### config.mk
export PLATFORM = sky130hd
export DESIGN_NAME = nibble_serial_subtractor_flat
export DESIGN_NICKNAME = d
export VERILOG_FILES = /design/src/rtl/nibble_serial_subtractor_if.sv /design/src/rtl/nibble_serial_subtractor.sv /design/src/flat_wrapper.sv
export SDC_FILE = /design/constraint.sdc
export NUM_CORES = 1
export LEC_CHECK = 0
export BUFFER_PORTS_ARGS = -buffer_cell sky130_fd_sc_hd__buf_4
export CELL_PAD_IN_SITES_DETAIL_PLACEMENT = 0
export CELL_PAD_IN_SITES_GLOBAL_PLACEMENT = 1
export CORE_MARGIN = 1.5
export CORE_UTILIZATION = 30
export DETAILED_ROUTE_END_ITERATION = 6
export MAX_ROUTING_LAYER = met4
export PLACE_DENSITY = 0.63
export SLEW_MARGIN = 15
export SYNTH_ARGS = -nofsm -noshare
export SYNTH_HDL_FRONTEND = slang
export SYNTH_SLANG_ARGS = --single-unit
export TNS_END_PERCENT = 30
### constraint.sdc
create_clock -name clk -period 4.7 [get_ports clk]
set_input_delay 0.235 -clock clk [delete_from_list [all_inputs] [get_ports clk]]
set_output_delay 0.235 -clock clk [all_outputs]
set_load 0.05 [all_outputs]
### src/rtl/nibble_serial_subtractor_if.sv
// rtl/nibble_serial_subtractor_if.sv - operand/result handshake bundle for nibble_serial_subtractor
interface nibble_serial_subtractor_if #(
  parameter int WIDTH = 32
) ();
  logic             in_valid;
  logic             in_ready;
  logic [WIDTH-1:0] a;
  logic [WIDTH-1:0] b;
  logic             op_sub;
  logic             out_valid;
  logic             out_ready;
  logic [WIDTH-1:0] result;
  logic             carry;
  logic             zero;
  logic             lt_u;
  logic             lt_s;
  logic             ovf;

  modport master (
    output in_valid, a, b, op_sub, out_ready,
    input  in_ready, out_valid, result, carry, zero, lt_u, lt_s, ovf
  );

  modport slave (
    input  in_valid, a, b, op_sub, out_ready,
    output in_ready, out_valid, result, carry, zero, lt_u, lt_s, ovf
  );
endinterface

### src/rtl/nibble_serial_subtractor.sv
// rtl/nibble_serial_subtractor.sv - nibble-serial WIDTH-bit add/sub unit; compare flags under NSS_CMP_FLAGS_EN
module nibble_serial_subtractor #(
  parameter int WIDTH = 32
) (
  input  logic                       clk,
  input  logic                       rst,
  nibble_serial_subtractor_if.slave  nss
);
  localparam int N  = WIDTH / 4;
  localparam int CW = (N > 1) ? $clog2(N) : 1;

  typedef enum logic [1:0] {
    IDLE = 2'd0,
    RUN  = 2'd1,
    DONE = 2'd2
  } state_e;

  state_e           state_q, state_d;
  logic [CW-1:0]    cnt_q;
  logic [WIDTH-1:0] a_q;
  logic [WIDTH-1:0] b_q;
  logic             cy_q;
  logic [WIDTH-5:0] acc_q;
  logic [WIDTH-1:0] result_q;
  logic             carry_q;

  logic             accept;
  logic             last;
  logic             in_ready_d;
  logic             out_valid_d;
  logic [4:0]       nib_sum;
  logic [WIDTH-1:0] nib_word;

  // Operands are shifted right each cycle, so the active nibble is always
  // bits [3:0]; the partial sum enters from the top and reaches its final
  // position after the last nibble.
  assign nib_sum  = {1'b0, a_q[3:0]} + {1'b0, b_q[3:0]} + {4'b0000, cy_q};
  assign nib_word = {nib_sum[3:0], acc_q};
  assign last     = (cnt_q == CW'(N - 1));

  // State register
  always_ff @(posedge clk or posedge rst) begin
    if (rst) state_q <= IDLE;
    else     state_q <= state_d;
  end

  // Next state and handshake outputs
  always_comb begin
    state_d     = state_q;
    in_ready_d  = 1'b0;
    out_valid_d = 1'b0;
    accept      = 1'b0;
    case (state_q)
      IDLE: begin
        in_ready_d = ~rst;
        if (nss.in_valid && !rst) begin
          accept  = 1'b1;
          state_d = RUN;
        end
      end
      RUN: begin
        if (last) state_d = DONE;
      end
      DONE: begin
        out_valid_d = 1'b1;
        if (nss.out_ready) state_d = IDLE;
      end
      default: state_d = IDLE;
    endcase
  end

  // Operand latch, per-nibble ripple step and result capture
  always_ff @(posedge clk or posedge rst) begin
    if (rst) begin
      cnt_q    <= '0;
      a_q      <= '0;
      b_q      <= '0;
      cy_q     <= 1'b0;
      acc_q    <= '0;
      result_q <= '0;
      carry_q  <= 1'b0;
    end else if (accept) begin
      cnt_q <= '0;
      a_q   <= nss.a;
      b_q   <= nss.op_sub ? ~nss.b : nss.b;
      cy_q  <= nss.op_sub;
      acc_q <= '0;
    end else if (state_q == RUN) begin
      cnt_q <= cnt_q + CW'(1);
      a_q   <= a_q >> 4;
      b_q   <= b_q >> 4;
      cy_q  <= nib_sum[4];
      acc_q <= nib_word[WIDTH-1:4];
      if (last) begin
        result_q <= nib_word;
        carry_q  <= nib_sum[4];
      end
    end
  end

  assign nss.in_ready  = in_ready_d;
  assign nss.out_valid = out_valid_d;
  assign nss.result    = result_q;
  assign nss.carry     = carry_q;

`ifdef NSS_CMP_FLAGS_EN
  logic op_sub_q;
  logic zero_q, lt_u_q, lt_s_q, ovf_q;
  logic ovf_c;

  // b_q holds the possibly inverted subtrahend, so one sign rule covers both ops:
  // overflow when the effective operands agree in sign and the sum does not.
  assign ovf_c = (a_q[3] == b_q[3]) && (nib_sum[3] != a_q[3]);

  // Compare flags captured together with the final nibble
  always_ff @(posedge clk or posedge rst) begin
    if (rst) begin
      op_sub_q <= 1'b0;
      zero_q   <= 1'b0;
      lt_u_q   <= 1'b0;
      lt_s_q   <= 1'b0;
      ovf_q    <= 1'b0;
    end else if (accept) begin
      op_sub_q <= nss.op_sub;
    end else if (state_q == RUN && last) begin
      zero_q <= (nib_word == '0);
      lt_u_q <= op_sub_q & ~nib_sum[4];
      lt_s_q <= op_sub_q & (nib_sum[3] ^ ovf_c);
      ovf_q  <= ovf_c;
    end
  end

  assign nss.zero = zero_q;
  assign nss.lt_u = lt_u_q;
  assign nss.lt_s = lt_s_q;
  assign nss.ovf  = ovf_q;
`else
  assign nss.zero = 1'b0;
  assign nss.lt_u = 1'b0;
  assign nss.lt_s = 1'b0;
  assign nss.ovf  = 1'b0;
`endif
endmodule

### src/flat_wrapper.sv
// flat-port wrapper written by rule: the top's interface ports become plain ports
module nibble_serial_subtractor_flat 
#(
  parameter int WIDTH = 32
)
  (clk, rst, nss_in_valid, nss_a, nss_b, nss_op_sub, nss_out_ready, nss_in_ready, nss_out_valid, nss_result, nss_carry, nss_zero, nss_lt_u, nss_lt_s, nss_ovf);
  nibble_serial_subtractor_if #(.WIDTH(WIDTH)) nss_i ();
  input  logic clk;
  input  logic rst;
  input wire logic [$bits(nss_i.in_valid)-1:0] nss_in_valid;
  input wire logic [$bits(nss_i.a)-1:0] nss_a;
  input wire logic [$bits(nss_i.b)-1:0] nss_b;
  input wire logic [$bits(nss_i.op_sub)-1:0] nss_op_sub;
  input wire logic [$bits(nss_i.out_ready)-1:0] nss_out_ready;
  output wire logic [$bits(nss_i.in_ready)-1:0] nss_in_ready;
  output wire logic [$bits(nss_i.out_valid)-1:0] nss_out_valid;
  output wire logic [$bits(nss_i.result)-1:0] nss_result;
  output wire logic [$bits(nss_i.carry)-1:0] nss_carry;
  output wire logic [$bits(nss_i.zero)-1:0] nss_zero;
  output wire logic [$bits(nss_i.lt_u)-1:0] nss_lt_u;
  output wire logic [$bits(nss_i.lt_s)-1:0] nss_lt_s;
  output wire logic [$bits(nss_i.ovf)-1:0] nss_ovf;
  assign nss_i.in_valid = nss_in_valid;
  assign nss_i.a = nss_a;
  assign nss_i.b = nss_b;
  assign nss_i.op_sub = nss_op_sub;
  assign nss_i.out_ready = nss_out_ready;
  assign nss_in_ready = nss_i.in_ready;
  assign nss_out_valid = nss_i.out_valid;
  assign nss_result = nss_i.result;
  assign nss_carry = nss_i.carry;
  assign nss_zero = nss_i.zero;
  assign nss_lt_u = nss_i.lt_u;
  assign nss_lt_s = nss_i.lt_s;
  assign nss_ovf = nss_i.ovf;
  nibble_serial_subtractor #(.WIDTH(WIDTH)) u_core (.clk(clk), .rst(rst), .nss(nss_i));
endmodule
==> impl_metrics.yaml, run 1 <==
worst_setup_path:
  cp-start-kind: "register"
  path_class: "reg -> reg"
  critPathRequiredTime_ns: 5.03
  path_max_fanout: 46
  critical_path.top_delay_family: "simple AND/OR/NAND/NOR gates"
  crit_path_cell_trace: "nor2b_4, buf_4, nand2_1, a31oi_1"
  max_stage_delay_ns: 0.95
  cp-end-kind: "register"
  worst-path-buf-inv: 1
  slowest_stage: "nor2b_4"
  cp.arrival_ns: 2.71
clock_tree:
  cts.path.max_buffers: 2
  cts_resized: 0
  clock_tree.root_cell: "clkbuf_16"
  cts_sinks: 131
  cts_made_buffers: 17
  cts_tree: "done"
  insertion_delay_ns: 0.42
  cts.reportedPaths.clkPinSlew_ns: 0.05
  cts_post_setup_buffers_inserted: 0
  holdBufCountCts: 2
  cts_max_level: 4
floorplanning:
  die_h_um: 143
  design.core.area_um2: 19400
  die_w_um: 143
  row_count: 51
  start_util_pct: 30.5
  io_pins: 108
  die-area_um2: 20500
routing:
  drt-initial-drc-count: 216
  antenna_left: 0
  first_pass_iters: 5
  vias: 4340
  routedWlPerCell_um: 14.4
  wl_um: 13700
  drc: 0
  routed_via_density: 4.56
sta:
  max_freq_ghz: 0.420
  setup_viol: 0
  tightest_slew_ns: 1.10
  hold_slack_ns: -0.0141
  fin_skew_ns: 0.00772
  slew_violations: 0
  hold_violations: 36
  rsz0062_at_grt: "no"
  setup_tns_ns: 0
  period_minus_slack_ns: 2.38
  slew_headroom_pct: 26.9
  fin_crit_sh_pct: 50.6
yosys:
  synth_top_area_cell: "dfrtp_1"
  avgSynthCellArea_um2: 9.98
  synth_cells: 592
  ys_warn_count: 0
  synthTopCellsByArea: "dfrtp_1 (55%), nand2_1 (9.9%), mux2_2 (5.7%), nand3_1 (5.5%), xor2_1 (4.1%)"
  synth_top_area_share_pct: 55.5
  synth-seq-cells: 131
  synth-seq-area-share_pct: 55.5
  yosysUniqueCellTypes: 32
  synth_area_um2: 5910
layout:
  final_cells: 951
  fin_nets: 749
  antenna_cells: 0
  syn_to_final_growth_pct: 25.9
  fill_cells: 1974
  drive_gt1_share_pct: 25.4
power_and_ir_drop:
  peakVddDrop_v: 0.000287
  leakage_nw: 3.65
  p_per_area_nw_per_um2: 724
global_routing:
  grt_max_degree: 101
  track_usage_pct: 14.6
  grt-ovfl-total: 0
  first_global_vias: 4339
  antenna_found_initial: 0
  grt_pass1_wl_um: 22400
placed_design:
  routabilityCongestion: 0.723
  place_hpwl_um: 8800
  io_buffers: 103
  dp.cells: 917
outcome:
  violations: "hold timing"
  status: "finished with violations"
flow_run:
  cap_violations: 0
hold_path:
  hp-class: "in -> async"
-- path summary, 6_finish.rpt --
| kind | start | end | slack [ns] | depth (start not counted) |
|---|---|---|---|---|
| worst max-delay path | u_core.state_q[0] | u_core.a_q[10] | 2.32 | 4 |
| worst min-delay path | rst | u_core.state_q[1] | -0.01 | 2 |
| worst max register to register | u_core.state_q[0] | u_core.a_q[10] | 2.32 | 4 |
| worst min register to register | u_core.a_q[7] | u_core.a_q[3] | 0.49 | 2 |
| max in group asynchronous | rst | u_core.nss.result[3] | 3.59 | 3 |
| min in group clk | nss_a[28] | u_core.a_q[28] | 0.02 | 3 |
-- power by group --
part	internal, mW	switching, mW	leakage, nW
clock	0.915	0.490	0.294
sequential	1.63	0.332	1.68
combinational	0.712	1.31	1.68
total	3.26	2.13	3.65
-- cell type report --
| class | instances | area (um^2) | share of cell area, % |
|---|---|---|---|
| flip-flops and latches | 131 | 3280 | 44.0 |
| multi-input cells | 410 | 2350 | 31.6 |
| repair buffers | 110 | 831 | 11.2 |
| clock buffers | 20 | 457 | 6.14 |
| well taps | 265 | 332 | 4.46 |
| clock inverters | 12 | 180 | 2.42 |
| inverters | 3 | 16.3 | 0.219 |
-- cells by family after synthesis --
family	after synthesis	synth area share [%]
xor+xnor	33	4.89
simple gates	263	18.7
flops	131	55.5
compound gates	73	8.09
mux	30	5.72
fa+ha+maj	7	1.74
other cells	1	0.0635
buf+inv	54	5.34
-- layout by cell type (no fill, tap or decap), drive strengths merged, types with 20 or more instances in the layout --
| master | Yosys | routed |
|---|---|---|
| xor2 | 28 | 28 |
| a22oi | 24 | 24 |
| a31oi | 32 | 32 |
| nor2 | 33 | 33 |
| dfrtp | 131 | 131 |
| mux2 | 30 | 30 |
| nand2 | 156 | 156 |
| clkbuf | 21 | 20 |
| nand3 | 65 | 65 |
| buf | 30 | 108 |
-- registers in the layout (all words and copies together) (netlist names) --
| name | count |
|---|---|
| u_core.state_q | 2 |
| u_core.acc_q | 28 |
| u_core.a_q | 32 |
| u_core.b_q | 32 |
| u_core.cnt_q | 3 |
| u_core.cy_q | 1 |
| u_core.nss.result | 32 |
| u_core.nss.carry | 1 |
-- through the flow --
stage | total power [mW] | cell area [um^2] | worst slack (ns) | util (%)
finish | 5.39 | 7440 | 2.32 | 38.4
floorplan | 3.44 | 5920 | 0.967 | -
detailed placement | 4.03 | 6790 | 2.35 | 35.0
CTS | 5.46 | 7440 | 2.33 | 38.4
global placement | 3.97 | 6790 | 2.40 | 35.0
global route | 5.76 | 7440 | 2.14 | 38.4
-- cell usage after synthesis, drive strengths merged --
| library cell | n |
|---|---|
| nand2 | 156 |
| dfrtp | 131 |
| nand3 | 65 |
| nor2 | 33 |
| a31oi | 32 |
| buf | 30 |
| mux2 | 30 |
| xor2 | 28 |
| a22oi | 24 |
| clkbuf | 21 |
| o21ai | 9 |
| ha | 5 |
| xnor2 | 5 |
| a21oi | 3 |
| inv | 3 |
| fa | 2 |
| nand2b | 2 |
| o31ai | 2 |
| a21boi | 1 |
| a21o | 1 |
| and3b | 1 |
| conb | 1 |
| nand3b | 1 |
| nor2b | 1 |
| nor3 | 1 |
| nor3b | 1 |
| nor4b | 1 |
| o211ai | 1 |
| or4b | 1 |
-- routing by layer --
metal / global-route usage [%] / routed length (um) / share of wire, % / up-vias
met5: - / 0 / 0 / -
met4: 3.97 / 150 / 1.1 / 0
met3: 4.80 / 610 / 4.5 / 9
met2: 20.6 / 6130 / 45 / 96
met1: 20.0 / 6820 / 50 / 2076
li1: - / - / - / 2159
Note: power is estimated with default switching activity, not from simulation.
==> inputs of run 2 (changes only) <==
--- a/config.mk
+++ b/config.mk
@@ -12,7 +12,7 @@
 export CORE_UTILIZATION = 30
 export DETAILED_ROUTE_END_ITERATION = 6
 export MAX_ROUTING_LAYER = met4
-export PLACE_DENSITY = 0.63
+export PLACE_DENSITY = 0.65
 export SLEW_MARGIN = 15
 export SYNTH_ARGS = -nofsm -noshare
 export SYNTH_HDL_FRONTEND = slang
==> constraint.sdc (replaced) <==
create_clock -name clk -period 2.1 [get_ports clk]
set_input_delay 0.105 -clock clk [delete_from_list [all_inputs] [get_ports clk]]
set_output_delay 0.105 -clock clk [all_outputs]
set_load 0.05 [all_outputs]
==> run 2 against run 1 <==
Net effect: the run now ends clean; utilization is 3.6 points higher; first-iteration DRC count decreased by 20%; clock skew rose by 0.0032 ns; sequential power grew 120%; register-to-register slack got worse by 2.1 ns; via count grew 7.7%; non-clock buffer count is 69 higher; design area grew 9.5%; count of clock-buffer cells in the layout down 1; largest power group unchanged.
==> impl_metrics.yaml, run 2 (synthesis gave the netlist of run 1 again) <==
sta:
  period_minus_slack_ns: 1.88
  max_freq_ghz: 0.531
  tightest_slew_ns: 0.562
  slew_violations: 0
  rsz0062_at_grt: "no"
  fin_skew_ns: 0.0110
  setup_viol: 0
  setup_tns_ns: 0
  slew_headroom_pct: 62.5
  hold_violations: 0
  fin_crit_sh_pct: 89.7
floorplanning:
  die_h_um: 143
  row_count: 51
  die_w_um: 143
  die-area_um2: 20500
  design.core.area_um2: 19400
  io_pins: 108
  start_util_pct: 30.5
layout:
  mostFrequentLayoutCells: "nand2_1 (156), dfrtp_1 (131), buf_4 (109)"
  fill_cells: 1887
  final_common_cell: "nand2_1"
  drive_gt1_share_pct: 24.2
  antenna_cells: 0
  final_cells: 1020
  fin_nets: 818
  syn_to_final_growth_pct: 37.9
clock_tree:
  cts.path.max_buffers: 2
  cts_max_level: 4
  cts_resized: 0
  cts_made_buffers: 17
  cts_tree: "done"
  clock_tree.root_cell: "clkbuf_16"
  cts_post_setup_buffers_inserted: 0
  insertion_delay_ns: 0.42
  cts.reportedPaths.clkPinSlew_ns: 0.06
  cts_sinks: 131
worst_setup_path:
  cp.arrival_ns: 2.17
  cp-start-kind: "register"
  path_class: "reg -> reg"
  path_max_fanout: 2
  cp-end-kind: "register"
  critPathRequiredTime_ns: 2.38
power_and_ir_drop:
  peakVddDrop_v: 0.000766
  p_comb_share_pct: 40.3
  clkPwrFrac_pct: 24.2
  leakage_nw: 3.97
  p_per_area_nw_per_um2: 1490
  p_switching_mw: 4.86
  swShare_pct: 40.1
  internal_power_mw: 7.25
  seqPwrFrac_pct: 35.6
routing:
  drt-initial-drc-count: 173
  first_pass_iters: 5
  routed_via_density: 4.58
  vias: 4673
  routedWlPerCell_um: 14.0
  drc: 0
  antenna_left: 0
  wl_um: 14300
placed_design:
  dp.cells: 925
  io_buffers: 103
  routabilityCongestion: 0.819
  place_hpwl_um: 8680
global_routing:
  grt-ovfl-total: 0
  top_usage_layer: "met2"
  use_met2_pct: 22.6
  grt_pass1_wl_um: 23900
  grt_use_met1_pct: 20.5
  grt_max_degree: 85
  grt_use_met3_pct: 4.30
  first_global_vias: 4702
  track_usage_pct: 15.4
  antenna_found_initial: 0
hold_path:
  hp-class: "in -> reg"
outcome:
  status: "completed"
flow_run:
  cap_violations: 0
## run 2: final timing paths
check / start / endpoint / slack [ns] / cells past startpoint
worst max-delay path: u_core.cy_q / u_core.cy_q / 0.22 / 5
worst min-delay path: nss_b[28] / u_core.b_q[28] / 0.02 / 3
worst max register to register: u_core.cy_q / u_core.cy_q / 0.22 / 5
worst min register to register: u_core.acc_q[27] / u_core.acc_q[23] / 0.48 / 2
max in group asynchronous: rst / u_core.acc_q[1] / 1.30 / 4
min in group asynchronous: rst / u_core.state_q[0] / 0.24 / 3
## run 2: what timing repair did
item / 4_1_cts / 5_1_grt
hold buffers: 63 / 0
hold endpoints to repair: 96 / 0
setup endpoints to repair: 0 / 0
## run 2: power by group through the flow
stage                     clock network (mW)  logic, mW  registers [mW]
final                                   2.93       4.88            4.31
after global routing                    3.13       5.40            4.45
after global placement                     0       4.74            4.32
after CTS                               3.00       4.95            4.31
after floorplan                            0       2.58            5.12
after detailed placement                   0       4.84            4.35
## run 2: layer usage
layer / routed length [um] / vias up / part of all wire, %
li1: - / 2283 / -
met1: 7100 / 2272 / 50
met2: 6400 / 100 / 45
met3: 574 / 18 / 4.0
met4: 210 / 0 / 1.5
met5: 0 / - / 0
## run 2: critical path: stages, from the launching register on
cell	delay, ns
dfrtp_1	0.40
fa_1	0.47
fa_1	0.42
a21o_1	0.17
a21oi_1	0.18
o211ai_1	0.11
## run 2: area by class of cell
cell class	count	area, um^2	area share (%)
sequential	131	3280	40.2
multi-input combinational	410	2350	28.8
timing repair buffer	179	1590	19.5
clock buffer	19	453	5.56
tap	265	332	4.07
clock inverter	13	134	1.64
inverter	3	15.0	0.184
## run 2: stage by stage
stage	power, mW	cell area [um^2]	setup WS, ns	utilization (%)	hold WS, ns
floorplan	7.70	5920	0.337	-	0.210
global placement	9.06	6930	0.286	35.7	0.126
detailed placement	9.19	6930	0.217	35.7	0.124
CTS	12.3	8150	0.209	42.0	0.0114
global route	13.0	8150	0.138	42.0	0.0235
finish	12.1	8150	0.216	42.0	0.0166
==> inputs of run 3 (changes only) <==
--- a/config.mk
+++ b/config.mk
@@ -10,6 +10,7 @@
 export CELL_PAD_IN_SITES_GLOBAL_PLACEMENT = 1
 export CORE_MARGIN = 1.5
 export CORE_UTILIZATION = 30
+export CTS_BUF_LIST = sky130_fd_sc_hd__clkbuf_16
 export DETAILED_ROUTE_END_ITERATION = 6
 export MAX_ROUTING_LAYER = met4
 export PLACE_DENSITY = 0.65
==> run 3 against run 2 <==
Net effect: count of clock-buffer cells in the layout is 2 lower; design area fell by 0.25%; flip-flop and latch count unchanged; clock skew is 0.0013 ns higher; critical path depth did not move; routed wire length rose by 0.65%; register-to-register slack is essentially flat; critical endpoint unchanged.
==> impl_metrics.yaml, run 3 (synthesis gave the netlist of run 1 again) <==
clock_tree:
  holdBufCountCts: 63
  cts_tree: "done"
  cts_sinks: 131
  cts_post_setup_buffers_inserted: 0
  cts_max_level: 4
  cts.path.max_buffers: 2
  insertion_delay_ns: 0.43
  clock_tree.root_cell: "clkbuf_16"
  cts.reportedPaths.clkPinSlew_ns: 0.06
  cts_resized: 0
  cts_made_buffers: 17
global_routing:
  grt-ovfl-total: 0
  grt_max_degree: 85
  antenna_found_initial: 0
  track_usage_pct: 15.4
  first_global_vias: 4716
  grt_pass1_wl_um: 24000
sta:
  period_minus_slack_ns: 1.88
  max_freq_ghz: 0.531
  hold_slack_ns: 0.0154
  setup_tns_ns: 0
  hold_violations: 0
  fin_crit_sh_pct: 89.7
  slew_headroom_pct: 62.5
  tightest_slew_ns: 0.562
  slew_violations: 0
  setup_viol: 0
  rsz0062_at_grt: "no"
  fin_skew_ns: 0.0123
placed_design:
  place_hpwl_um: 8680
  dp.cells: 925
  routabilityCongestion: 0.819
  io_buffers: 103
routing:
  first_pass_iters: 5
  vias: 4695
  wl_um: 14400
  routed_via_density: 4.60
  antenna_left: 0
  routedWlPerCell_um: 14.1
  drt-initial-drc-count: 170
  drc: 0
worst_setup_path:
  path_max_fanout: 2
  path_class: "reg -> reg"
  critPathRequiredTime_ns: 2.38
  cp-end-kind: "register"
  cp.arrival_ns: 2.17
  cp-start-kind: "register"
hold_path:
  hp-class: "in -> reg"
floorplanning:
  design.core.area_um2: 19400
  io_pins: 108
  die_h_um: 143
  row_count: 51
  die-area_um2: 20500
  start_util_pct: 30.5
  die_w_um: 143
power_and_ir_drop:
  p_per_area_nw_per_um2: 1480
  leakage_nw: 3.96
  power_mw: 12.0
  peakVddDrop_v: 0.000767
flow_run:
  cap_violations: 0
layout:
  drive_gt1_share_pct: 24.0
  fin_nets: 818
  mostFrequentLayoutCells: "nand2_1 (156), dfrtp_1 (131), buf_4 (109)"
  final_cells: 1020
  fill_cells: 1891
  antenna_cells: 0
  utilization_pct: 41.9
  syn_to_final_growth_pct: 37.6
  final_common_cell: "nand2_1"
outcome:
  status: "completed"
-- run 3: where the power goes --
| group | switching (mW) | internal [mW] |
|---|---|---|
| sequential | 0.659 | 3.65 |
| clock | 1.13 | 1.73 |
| combinational | 3.07 | 1.80 |
| total | 4.86 | 7.18 |
-- run 3: path summary, 6_finish.rpt --
| kind | from | end | slack, ns | cells past startpoint |
|---|---|---|---|---|
| min reg2reg | u_core.acc_q[27] | u_core.acc_q[23] | 0.48 | 2 |
| max | u_core.cy_q | u_core.cy_q | 0.22 | 5 |
| max in group asynchronous | rst | u_core.acc_q[5] | 1.30 | 4 |
| min in group asynchronous | rst | u_core.state_q[0] | 0.24 | 3 |
| min | nss_b[28] | u_core.b_q[28] | 0.02 | 3 |
| max reg2reg | u_core.cy_q | u_core.cy_q | 0.22 | 5 |
-- run 3: metal layers --
layer | part of all wire [%] | GRT usage [%]
met1 | 49 | 20.5
met2 | 45 | 22.6
met3 | 4.2 | 4.37
met4 | 1.6 | 5.16
met5 | 0 | -
-- run 3: area by class of cell --
cell class                 instances  area, um^2  share of cell area [%]
multi-input combinational        410        2350                    28.9
sequential                       131        3280                    40.3
timing repair buffer             179        1590                    19.5
clock buffer                      17         425                    5.23
clock inverter                    15         141                    1.74
inverter                           3        15.0                   0.185
tap                              265         332                    4.08
-- run 3: worst max-delay path, stage by stage, from the launching register on --
cell and delay, ns:
dfrtp_1 0.40, fa_1 0.47, fa_1 0.42, a21o_1 0.17
a21oi_1 0.18, o211ai_1 0.11
-- run 3: per-stage QoR --
| stage | worst slack (ns) | area [um^2] |
|---|---|---|
| 4_1_cts | 0.209 | 8130 |
| 3_3_place_gp | 0.286 | 6930 |
| 2_1_floorplan | 0.337 | 5920 |
| 5_1_grt | 0.138 | 8130 |
| 6_report | 0.216 | 8130 |
| 3_5_place_dp | 0.217 | 6930 |
